--- src/rtl/wb_stage_pkg.sv ---
// Shared write-back definitions: load lane-select encodings, WB FSM states
// and zero constants used by the WB stage and the MEM-stage forwarding path.
package wb_stage_pkg;

    localparam int DRESEL_BUS = 5;

    // dre[3:0] lane patterns; dre[4] chooses zero (1) or sign (0) extension
    localparam logic [3:0] DRE_B0 = 4'b0001;
    localparam logic [3:0] DRE_B1 = 4'b0010;
    localparam logic [3:0] DRE_B2 = 4'b0100;
    localparam logic [3:0] DRE_B3 = 4'b1000;
    localparam logic [3:0] DRE_H0 = 4'b0011;
    localparam logic [3:0] DRE_H1 = 4'b1100;
    localparam logic [3:0] DRE_W  = 4'b1111;

    localparam logic [31:0] ZERO_WORD  = 32'h0000_0000;
    localparam logic [63:0] ZERO_DWORD = 64'h0000_0000_0000_0000;

    typedef enum logic [1:0] {
        WB_IDLE     = 2'd0,
        WB_WAIT_DEV = 2'd1,
        WB_COMMIT   = 2'd2
    } wb_state_e;

endpackage

--- src/rtl/wb_stage_if.sv ---
// MEM/WB pipeline register outputs, load return data and the commit ports
// of the write-back stage. The slave side is the WB stage itself.
interface wb_stage_if;
    import wb_stage_pkg::*;

    logic [31:0]           wb_pc;
    logic [4:0]            wb_wa;
    logic                  wb_wreg;
    logic [31:0]           wb_dreg;
    logic                  wb_mreg;
    logic [DRESEL_BUS-1:0] wb_dre;
    logic                  wb_whilo;
    logic [63:0]           wb_hilo;
    logic                  wb_device;
    logic                  wb_cp0_we;
    logic [4:0]            wb_cp0_waddr;
    logic [31:0]           wb_cp0_wdata;
    logic [31:0]           dm_rdata;
    logic [31:0]           dev_rdata;
    logic                  dev_rvalid;

    logic                  rf_we;
    logic [4:0]            rf_wa;
    logic [31:0]           rf_wd;
    logic [31:0]           hi_o;
    logic [31:0]           lo_o;
    logic                  cp0_we;
    logic [4:0]            cp0_waddr;
    logic [31:0]           cp0_wdata;
    logic                  stall_req;
    logic                  dev_err;
    logic [31:0]           debug_wb_pc;

    modport master (
        output wb_pc, wb_wa, wb_wreg, wb_dreg, wb_mreg, wb_dre, wb_whilo, wb_hilo,
               wb_device, wb_cp0_we, wb_cp0_waddr, wb_cp0_wdata,
               dm_rdata, dev_rdata, dev_rvalid,
        input  rf_we, rf_wa, rf_wd, hi_o, lo_o, cp0_we, cp0_waddr, cp0_wdata,
               stall_req, dev_err, debug_wb_pc
    );

    modport slave (
        input  wb_pc, wb_wa, wb_wreg, wb_dreg, wb_mreg, wb_dre, wb_whilo, wb_hilo,
               wb_device, wb_cp0_we, wb_cp0_waddr, wb_cp0_wdata,
               dm_rdata, dev_rdata, dev_rvalid,
        output rf_we, rf_wa, rf_wd, hi_o, lo_o, cp0_we, cp0_waddr, cp0_wdata,
               stall_req, dev_err, debug_wb_pc
    );

endinterface

--- src/rtl/wb_stage_load_align.sv ---
// Load-data lane extraction: right-justifies the selected byte/halfword/word
// of a read word and sign- or zero-extends it. Purely combinational.
module wb_stage_load_align
    import wb_stage_pkg::*;
(
    input  logic [31:0]           src,
    input  logic [DRESEL_BUS-1:0] dre,
    output logic [31:0]           data
);

    function automatic logic [31:0] ext8(input logic [7:0] b, input logic zext);
        return zext ? {24'h00_0000, b} : {{24{b[7]}}, b};
    endfunction

    function automatic logic [31:0] ext16(input logic [15:0] h, input logic zext);
        return zext ? {16'h0000, h} : {{16{h[15]}}, h};
    endfunction

    // Unlisted lane patterns (including no lanes at all) load zero
    always_comb begin
        data = ZERO_WORD;
        case (dre[3:0])
            DRE_W:   data = src;
            DRE_B0:  data = ext8(src[7:0],   dre[4]);
            DRE_B1:  data = ext8(src[15:8],  dre[4]);
            DRE_B2:  data = ext8(src[23:16], dre[4]);
            DRE_B3:  data = ext8(src[31:24], dre[4]);
            DRE_H0:  data = ext16(src[15:0],  dre[4]);
            DRE_H1:  data = ext16(src[31:16], dre[4]);
            default: data = ZERO_WORD;
        endcase
    end

endmodule

--- src/rtl/wb_stage.sv ---
// Write-back stage: commits GPR, HI/LO and CP0 results, and holds the pipeline
// while an uncached device load waits for its variable-latency data.
module wb_stage
    import wb_stage_pkg::*;
#(
    parameter int DEV_TIMEOUT = 255,
    parameter int CNT_W       = 8
) (
    input  logic       cpu_clk_50M,
    input  logic       cpu_rst,
    wb_stage_if.slave  bus
);

    wb_state_e   state, state_nxt;
    logic [CNT_W-1:0] wait_cnt;
    logic [31:0] dev_buf;
    logic [31:0] hi_r, lo_r;
    logic        dev_err_r;
    logic        dev_load, timeout, hilo_we;
    logic        rf_we, cp0_we, stall;
    logic [31:0] commit_pc, align_src, align_data;

    assign dev_load  = bus.wb_mreg & bus.wb_device & bus.wb_wreg;
    assign timeout   = (wait_cnt == CNT_W'(DEV_TIMEOUT));
    assign align_src = (state == WB_COMMIT) ? dev_buf : bus.dm_rdata;

    wb_stage_load_align u_load_align (
        .src  (align_src),
        .dre  (bus.wb_dre),
        .data (align_data)
    );

    always_ff @(posedge cpu_clk_50M or posedge cpu_rst) begin
        if (cpu_rst) state <= WB_IDLE;
        else         state <= state_nxt;
    end

    always_comb begin
        state_nxt = state;
        stall     = 1'b0;
        rf_we     = 1'b0;
        cp0_we    = 1'b0;
        hilo_we   = 1'b0;
        commit_pc = ZERO_WORD;
        case (state)
            WB_IDLE: begin
                if (dev_load) begin
                    state_nxt = WB_WAIT_DEV;
                    stall     = 1'b1;
                end else begin
                    rf_we     = bus.wb_wreg;
                    cp0_we    = bus.wb_cp0_we;
                    hilo_we   = bus.wb_whilo;
                    commit_pc = bus.wb_pc;
                end
            end
            WB_WAIT_DEV: begin
                stall = 1'b1;
                if (bus.dev_rvalid || timeout) state_nxt = WB_COMMIT;
            end
            WB_COMMIT: begin
                rf_we     = 1'b1;
                commit_pc = bus.wb_pc;
                state_nxt = WB_IDLE;
            end
            default: state_nxt = WB_IDLE;
        endcase
    end

    // Returned data takes priority over a timeout landing in the same cycle
    always_ff @(posedge cpu_clk_50M or posedge cpu_rst) begin
        if (cpu_rst) begin
            wait_cnt  <= '0;
            dev_buf   <= ZERO_WORD;
            dev_err_r <= 1'b0;
        end else begin
            dev_err_r <= (state == WB_WAIT_DEV) && timeout && !bus.dev_rvalid;
            if (state == WB_WAIT_DEV) begin
                if (bus.dev_rvalid) begin
                    dev_buf  <= bus.dev_rdata;
                    wait_cnt <= '0;
                end else if (timeout) begin
                    dev_buf  <= ZERO_WORD;
                    wait_cnt <= '0;
                end else begin
                    wait_cnt <= wait_cnt + CNT_W'(1);
                end
            end else begin
                wait_cnt <= '0;
            end
        end
    end

    always_ff @(posedge cpu_clk_50M or posedge cpu_rst) begin
        if (cpu_rst) begin
            {hi_r, lo_r} <= ZERO_DWORD;
        end else if (hilo_we) begin
            {hi_r, lo_r} <= bus.wb_hilo;
        end
    end

    assign bus.rf_we       = rf_we;
    assign bus.rf_wa       = bus.wb_wa;
    assign bus.rf_wd       = (bus.wb_mreg || state == WB_COMMIT) ? align_data : bus.wb_dreg;
    assign bus.hi_o        = hi_r;
    assign bus.lo_o        = lo_r;
    assign bus.cp0_we      = cp0_we;
    assign bus.cp0_waddr   = bus.wb_cp0_waddr;
    assign bus.cp0_wdata   = bus.wb_cp0_wdata;
    assign bus.stall_req   = stall;
    assign bus.dev_err     = dev_err_r;
    assign bus.debug_wb_pc = commit_pc;

endmodule

--- src/flat_wrapper.sv ---
// flat-port wrapper written by rule: the top's interface ports become plain ports
module wb_stage_flat import wb_stage_pkg::*;
#(
    parameter int DEV_TIMEOUT = 255,
    parameter int CNT_W       = 8
)
  (cpu_clk_50M, cpu_rst, bus_wb_pc, bus_wb_wa, bus_wb_wreg, bus_wb_dreg, bus_wb_mreg, bus_wb_dre, bus_wb_whilo, bus_wb_hilo, bus_wb_device, bus_wb_cp0_we, bus_wb_cp0_waddr, bus_wb_cp0_wdata, bus_dm_rdata, bus_dev_rdata, bus_dev_rvalid, bus_rf_we, bus_rf_wa, bus_rf_wd, bus_hi_o, bus_lo_o, bus_cp0_we, bus_cp0_waddr, bus_cp0_wdata, bus_stall_req, bus_dev_err, bus_debug_wb_pc);
  wb_stage_if bus_i ();
  input  logic cpu_clk_50M;
  input  logic cpu_rst;
  input wire logic [$bits(bus_i.wb_pc)-1:0] bus_wb_pc;
  input wire logic [$bits(bus_i.wb_wa)-1:0] bus_wb_wa;
  input wire logic [$bits(bus_i.wb_wreg)-1:0] bus_wb_wreg;
  input wire logic [$bits(bus_i.wb_dreg)-1:0] bus_wb_dreg;
  input wire logic [$bits(bus_i.wb_mreg)-1:0] bus_wb_mreg;
  input wire logic [$bits(bus_i.wb_dre)-1:0] bus_wb_dre;
  input wire logic [$bits(bus_i.wb_whilo)-1:0] bus_wb_whilo;
  input wire logic [$bits(bus_i.wb_hilo)-1:0] bus_wb_hilo;
  input wire logic [$bits(bus_i.wb_device)-1:0] bus_wb_device;
  input wire logic [$bits(bus_i.wb_cp0_we)-1:0] bus_wb_cp0_we;
  input wire logic [$bits(bus_i.wb_cp0_waddr)-1:0] bus_wb_cp0_waddr;
  input wire logic [$bits(bus_i.wb_cp0_wdata)-1:0] bus_wb_cp0_wdata;
  input wire logic [$bits(bus_i.dm_rdata)-1:0] bus_dm_rdata;
  input wire logic [$bits(bus_i.dev_rdata)-1:0] bus_dev_rdata;
  input wire logic [$bits(bus_i.dev_rvalid)-1:0] bus_dev_rvalid;
  output wire logic [$bits(bus_i.rf_we)-1:0] bus_rf_we;
  output wire logic [$bits(bus_i.rf_wa)-1:0] bus_rf_wa;
  output wire logic [$bits(bus_i.rf_wd)-1:0] bus_rf_wd;
  output wire logic [$bits(bus_i.hi_o)-1:0] bus_hi_o;
  output wire logic [$bits(bus_i.lo_o)-1:0] bus_lo_o;
  output wire logic [$bits(bus_i.cp0_we)-1:0] bus_cp0_we;
  output wire logic [$bits(bus_i.cp0_waddr)-1:0] bus_cp0_waddr;
  output wire logic [$bits(bus_i.cp0_wdata)-1:0] bus_cp0_wdata;
  output wire logic [$bits(bus_i.stall_req)-1:0] bus_stall_req;
  output wire logic [$bits(bus_i.dev_err)-1:0] bus_dev_err;
  output wire logic [$bits(bus_i.debug_wb_pc)-1:0] bus_debug_wb_pc;
  assign bus_i.wb_pc = bus_wb_pc;
  assign bus_i.wb_wa = bus_wb_wa;
  assign bus_i.wb_wreg = bus_wb_wreg;
  assign bus_i.wb_dreg = bus_wb_dreg;
  assign bus_i.wb_mreg = bus_wb_mreg;
  assign bus_i.wb_dre = bus_wb_dre;
  assign bus_i.wb_whilo = bus_wb_whilo;
  assign bus_i.wb_hilo = bus_wb_hilo;
  assign bus_i.wb_device = bus_wb_device;
  assign bus_i.wb_cp0_we = bus_wb_cp0_we;
  assign bus_i.wb_cp0_waddr = bus_wb_cp0_waddr;
  assign bus_i.wb_cp0_wdata = bus_wb_cp0_wdata;
  assign bus_i.dm_rdata = bus_dm_rdata;
  assign bus_i.dev_rdata = bus_dev_rdata;
  assign bus_i.dev_rvalid = bus_dev_rvalid;
  assign bus_rf_we = bus_i.rf_we;
  assign bus_rf_wa = bus_i.rf_wa;
  assign bus_rf_wd = bus_i.rf_wd;
  assign bus_hi_o = bus_i.hi_o;
  assign bus_lo_o = bus_i.lo_o;
  assign bus_cp0_we = bus_i.cp0_we;
  assign bus_cp0_waddr = bus_i.cp0_waddr;
  assign bus_cp0_wdata = bus_i.cp0_wdata;
  assign bus_stall_req = bus_i.stall_req;
  assign bus_dev_err = bus_i.dev_err;
  assign bus_debug_wb_pc = bus_i.debug_wb_pc;
  wb_stage #(.DEV_TIMEOUT(DEV_TIMEOUT), .CNT_W(CNT_W)) u_core (.cpu_clk_50M(cpu_clk_50M), .cpu_rst(cpu_rst), .bus(bus_i));
endmodule
--- config.mk ---
export PLATFORM = sky130hd
export DESIGN_NAME = wb_stage_flat
export DESIGN_NICKNAME = d
export VERILOG_FILES = /design/src/rtl/wb_stage_pkg.sv /design/src/rtl/wb_stage_if.sv /design/src/rtl/wb_stage_load_align.sv /design/src/rtl/wb_stage.sv /design/src/flat_wrapper.sv
export SDC_FILE = /design/constraint.sdc
export NUM_CORES = 1
export LEC_CHECK = 0
export CORE_AREA = 3 3 162 164
export CTS_CLUSTER_DIAMETER = 200
export DETAILED_ROUTE_END_ITERATION = 10
export DIE_AREA = 0 0 165 167
export GPL_ROUTABILITY_DRIVEN = 0
export PLACE_DENSITY = 0.63
export SKIP_CTS_REPAIR_TIMING = 1
export SLEW_MARGIN = 5
export SYNTH_ARGS = -nofsm -noshare
export SYNTH_HDL_FRONTEND = slang
export SYNTH_HIERARCHICAL = 1
export SYNTH_SLANG_ARGS = --single-unit
--- constraint.sdc ---
create_clock -name cpu_clk_50M -period 11.6 [get_ports cpu_clk_50M]
set_input_delay 3.48 -clock cpu_clk_50M [delete_from_list [all_inputs] [get_ports cpu_clk_50M]]
set_output_delay 3.48 -clock cpu_clk_50M [all_outputs]
set_load 0.005 [all_outputs]
After elaboration in Yosys (flattened, before gate mapping):

Cells that the tools add are included.

* $add $sub $neg: 1
* eq/ne operators: 12
* multiplexer cells: 27
* bitwise operators: 2
* reduce and logical (&&, ||, !) cells: 9

Operators with widths (count)
* $mux 32: 11
* $pmux 32 s7: 1
* $pmux 32 s2: 1
* $mux 8: 3
* $eq 4x4->1 const B: 3
* $add 8x1->8 const B: 1
* $eq 4x2->1 const B: 2
* $eq 8x8->1 const B: 1
* $mux 1: 6
* $eq 4x1->1 const B: 1
* $eq 4x3->1 const B: 1
* $mux 2: 2
* $ne 2x1->1 const B: 2
* $pmux 1 s2: 2
* $pmux 2 s2: 1
* $reduce_and 2->1: 2
* $and 1x1->1: 2
* $eq 2x1->1 const B: 1
* $eq 2x2->1 const B: 1
* $logic_and 1x1->1: 2
* $logic_not 2->1: 1
* $logic_or 1x1->1: 2
* $reduce_bool 2->1: 1
* $logic_not 1->1: 1

* bits in registers: 107
* logic and storage cells: 57

Longest topological paths before layout:

* depth in word-level cells: 5
* depth in mapped cells: 10

Cells and area by module:

The synthesis kept the hierarchy.

By module, submodules not included
* wb_stage: times used 1, cells an instance 487, area each 5947.0 um^2, sequential area each 2677.6 um^2
* wb_stage_load_align: times used 1, cells an instance 100, area each 599.3 um^2, sequential area each 0.0 um^2

Worst setup path after synthesis:

Ideal clock, no wire load.

* path type: in2out
* start point: input bus_dm_rdata[31]
* end point: output bus_rf_wd[10]
* arrival time: 4885 ps
* slack: 3235 ps
* cell stages on the path: 7
* cells stage by stage: mux2_2 -> or4b_4 -> o32ai_2 -> nor3_2 -> buf_6 -> nand2_1 -> mux2_2

* longest elaborated chain between the ends: 4

Ends and longest elaborated chain
* from (decl): line flat_wrapper.sv:23 `input wire logic [$bits(bus_i.dm_rdata)-1:0] bus_dm_rdata;`
* $mux 32: line wb_stage.sv:25 `assign align_src = (state == WB_COMMIT) ? dev_buf : bus.dm_rdata;`
* $mux 32: line wb_stage_load_align.sv:12 `return zext ? {24'h00_0000, b} : {{24{b[7]}}, b};`
* $pmux 32 s7: line wb_stage_load_align.sv:22 `case (dre[3:0])`
* via u_core.align_data[10]: line wb_stage.sv:21 `logic [31:0] commit_pc, align_src, align_data;`
* $mux 32: line wb_stage.sv:104 `assign bus.rf_wd = (bus.wb_mreg || state == WB_COMMIT) ? align_data : bus.wb_dreg;`
* to (decl): line flat_wrapper.sv:28 `output wire logic [$bits(bus_i.rf_wd)-1:0] bus_rf_wd;`

The timed path passes the listed nets, and every way through them passes these cells.

Worst setup path after layout:

* start point: input bus_wb_dre[0]
* end point: output bus_rf_wd[29]

* longest elaborated chain between the ends: 3

Ends and longest elaborated chain
* from (decl): line flat_wrapper.sv:16 `input wire logic [$bits(bus_i.wb_dre)-1:0] bus_wb_dre;`
* $eq 4x4->1 (tied with other cells): line wb_stage_load_align.sv:22
* $pmux 32 s7 (*): line wb_stage_load_align.sv:22
* via u_core.align_data[29]: line wb_stage.sv:21
* $mux 32 (*): line wb_stage.sv:104

Mark *: on every way through the listed nets, which the timed path passes. The rest lies on a longest branch.

==> run metrics <==
critical path type=in -> out; crit path capture=bus_rf_wd[29]; slowest stage delay, CP=roughly 0.85 ns; RSZ-0062 raised after global routing=no; Comb power frac=0.354; Final Hold Vio Count=0; CP startpoint kind=primary input; vias in the first global route=roughly 5,900; nets@finish=1,112; WP buf/inv=2; die height=approximately 170 µm; Crit-path slowest cell=nor2_1; WP depth=7; async set-or-reset flop fraction in the synthesized netlist=1.00; PwrDens=approximately 120 nW/µm²; Worst EP required=around 8 ns; final setup TNS=0 ns; total power=~1.2 mW; HPWL after DPL=between 15 and 20 mm; r2r setup slk=9.36 ns; dominant cell type by area after synthesis=dfrtp_1; sequential share of the synthesized area=0.409; IO Port Bufs=~340; clk sinks=~110; synthesis-to-layout area growth=55.5%; I/O Pins=421; initial core utilization=0.261; Tightest Pin Transition=1.03 ns; Worst slew margin=0.310; Row Count=58; VDD IR-drop max=between 80 and 90 µV; Mapped Nets=between 800 and 900; Clock Latency Late Sink=around 0.34 ns; Max Clock Freq=roughly 0.1 GHz; Ys Warns=6; remaining global-route overflow=0; Post-Syn Area=roughly 6500 µm²; Max Cap Violations=0; total track usage=0.168; Critical Path Sink Type=output pin; Worst R2R End=u_core/bus.lo_o[11]$_DFFE_PP0P_; Tcrit/Tclk final=0.844; Wirelength per Cell=between 15 and 20 µm; Synth top area share=0.409; Main synth FF type=dfrtp_1; TritonCTS clock tree=built; clock power share=0.257; total detailed-routing wirelength=23.7 mm; r2r startpoint=u_core/state[0]$_DFFE_PP0P_; fraction of layout cells with a size suffix above 1=0.192; largest net degree at the start of global routing=between 60 and 70; arrival time worst endpoint=~6.3 ns; post-DR vias/cell=4.64; Clock Tree Root=clkbuf_16; worst path cell trace=clkdlybuf4s50_1 -> nand2_1 -> nor2_1 -> a21oi_1 -> nand2_1 -> mux2_2 -> clkdlybuf4s50_1; # H-tree levels=3; status=finished, final reports clean; cell internal pwr=just under 900 µW; Distinct cells, synth=46; CTS Buf Count=9; cell family with most CP delay=buffers and inverters; cell count after synthesis=587; clock buffer depth=2; Post-synth EDFFs=0; Worst setup startpoint=bus_wb_dre[0]; DRC Markers=0; Die X=approximately 170 µm; Final Setup Violations=0; main area contributors after synthesis=dfrtp_1 41%, mux2_4 14%, mux2_2 12%; P_sw=340 µW; Final ANT Viol Nets=0; DRT iter0 DRCs=approximately 390; sequential group share of total power=0.389; initial antenna violation count=0; Sw Share=0.278; drt first pass iters=5; area of the die=27,600 µm²; CORE AREA=roughly 25,000 µm²; Max Transition Viols Final=0; Vias=~5,600; Layout Skew=roughly 0.0083 ns; Clock Pin Slew Worst Setup and Hold Paths=~0.08 ns; Lkg Pwr=around 4.2 nW; Synth Register Bits=approximately 110; Hold Path Stages=1; Syn Area/Cell=roughly 11 µm²; first-pass GRT wire length=between 30 and 40 mm; Hold Crit Class=reg -> reg; Worst R2R Path Depth=4; post-layout min period=~9.8 ns; ANT cells=0; Critical Path Fanout Max=16
area by class of cell:
class	count	area, µm²
Tap cell	330	413
Fill cell	2465	14900
Sequential cell	107	2680
Multi-Input combinational cell	394	3320
Inverter	7	28.8
Clock buffer	10	239
Timing Repair Buffer	345	3430
Clock inverter	6	67.6
placed cells by master, fill, tap and decap left out, types with 2 or more instances in the layout:
master,n
clkdlybuf4s50_1,336
dfrtp_1,107
mux2_2,67
mux2_4,60
a22oi_1,56
o21ai_0,43
nand2b_1,35
and2_1,33
nand2_1,28
a21oi_1,21
clkbuf_16,9
buf_4,9
inv_1,6
nor2_1,6
nor3_1,5
inv_6,3
nand3_1,3
clkinv_8,2
nand4_1,2
or3_1,2
xnor2_1,2
nor2b_1,2
or4b_4,2
nor4_1,2
nand2_2,2
routing by layer:
layer	up-vias	global-route usage	share of wire
met5	-	0	0
met2	232	0.282	0.50
met1	2709	0.220	0.42
li1	2598	-	-
met3	28	0.0321	0.059
met4	0	0.0419	0.017
worst min path at each step:
stage	startpoint	to	slack [ns]
3_5_place_dp	u_core/bus.hi_o[27]$_DFFE_PP0P_	u_core/bus.hi_o[27]$_DFFE_PP0P_	0.49
2_1_floorplan	u_core/wait_cnt[0]$_DFF_PP0_	u_core/wait_cnt[0]$_DFF_PP0_	0.46
5_1_grt	u_core/bus.hi_o[13]$_DFFE_PP0P_	u_core/bus.hi_o[13]$_DFFE_PP0P_	0.53
3_3_place_gp	u_core/wait_cnt[0]$_DFF_PP0_	u_core/wait_cnt[0]$_DFF_PP0_	0.49
6_report	u_core/wait_cnt[0]$_DFF_PP0_	u_core/wait_cnt[0]$_DFF_PP0_	0.50
4_1_cts	u_core/wait_cnt[0]$_DFF_PP0_	u_core/wait_cnt[0]$_DFF_PP0_	0.51
power by group through the flow:
stage / Clock [mW] / Combinational [mW] / Sequential [mW]
2_1_floorplan: 0 / 0.197 / 0.479
3_3_place_gp: 0 / 0.435 / 0.479
3_5_place_dp: 0 / 0.437 / 0.482
4_1_cts: 0.331 / 0.440 / 0.475
5_1_grt: 0.343 / 0.465 / 0.485
6_report: 0.315 / 0.434 / 0.476
cells by family after synthesis:
family	Yosys count	share of synthesized area
flip-flops	107	0.409
AND/OR/NAND/NOR	133	0.116
adder cells (fa/ha/maj)	1	0.00191
XOR/XNOR	3	0.00401
buffers and inverters	86	0.0868
AO/OA/AOI/OAI	129	0.128
multiplexers	128	0.255
sequential cells by signal, indices dropped and copies added (netlist names):
| signal | cells |
|---|---|
| u_core/bus.hi_o | 32 |
| u_core/bus.lo_o | 32 |
| u_core/dev_buf | 32 |
| u_core/wait_cnt | 8 |
| u_core/state | 2 |
| u_core/bus.dev_err | 1 |
metrics by stage:
step	instance area, µm²	hold slack (ns)	std cells	utilization	worst slack [ns]
6_report	10200	0.504	1199	0.406	1.81
5_1_grt	10200	0.531	1199	0.406	1.57
4_1_cts	10200	0.506	1199	0.406	1.86
3_5_place_dp	9870	0.491	1183	0.394	1.85
3_3_place_gp	9870	0.487	1183	0.394	1.89
2_1_floorplan	6550	0.464	587	-	3.23
Yosys cell counts (2+ instances only):
| master | count |
|---|---|
| and2_1 | 33 |
| nor2_1 | 7 |
| o21ai_0 | 43 |
| nor2b_1 | 3 |
| a22oi_1 | 56 |
| or4b_4 | 2 |
| mux2_2 | 67 |
| nor4_1 | 2 |
| buf_4 | 46 |
| nor3_1 | 5 |
| nand2b_1 | 35 |
| clkbuf_1 | 14 |
| xnor2_1 | 2 |
| buf_6 | 8 |
| buf_2 | 8 |
| inv_1 | 7 |
| dfrtp_1 | 107 |
| nand2_1 | 28 |
| a21oi_1 | 21 |
| nand2_2 | 3 |
| or3_1 | 2 |
| clkbuf_2 | 2 |
| nand3_1 | 3 |
| nand4_1 | 2 |
| mux2_4 | 60 |
(Power assumes the default switching activity.)
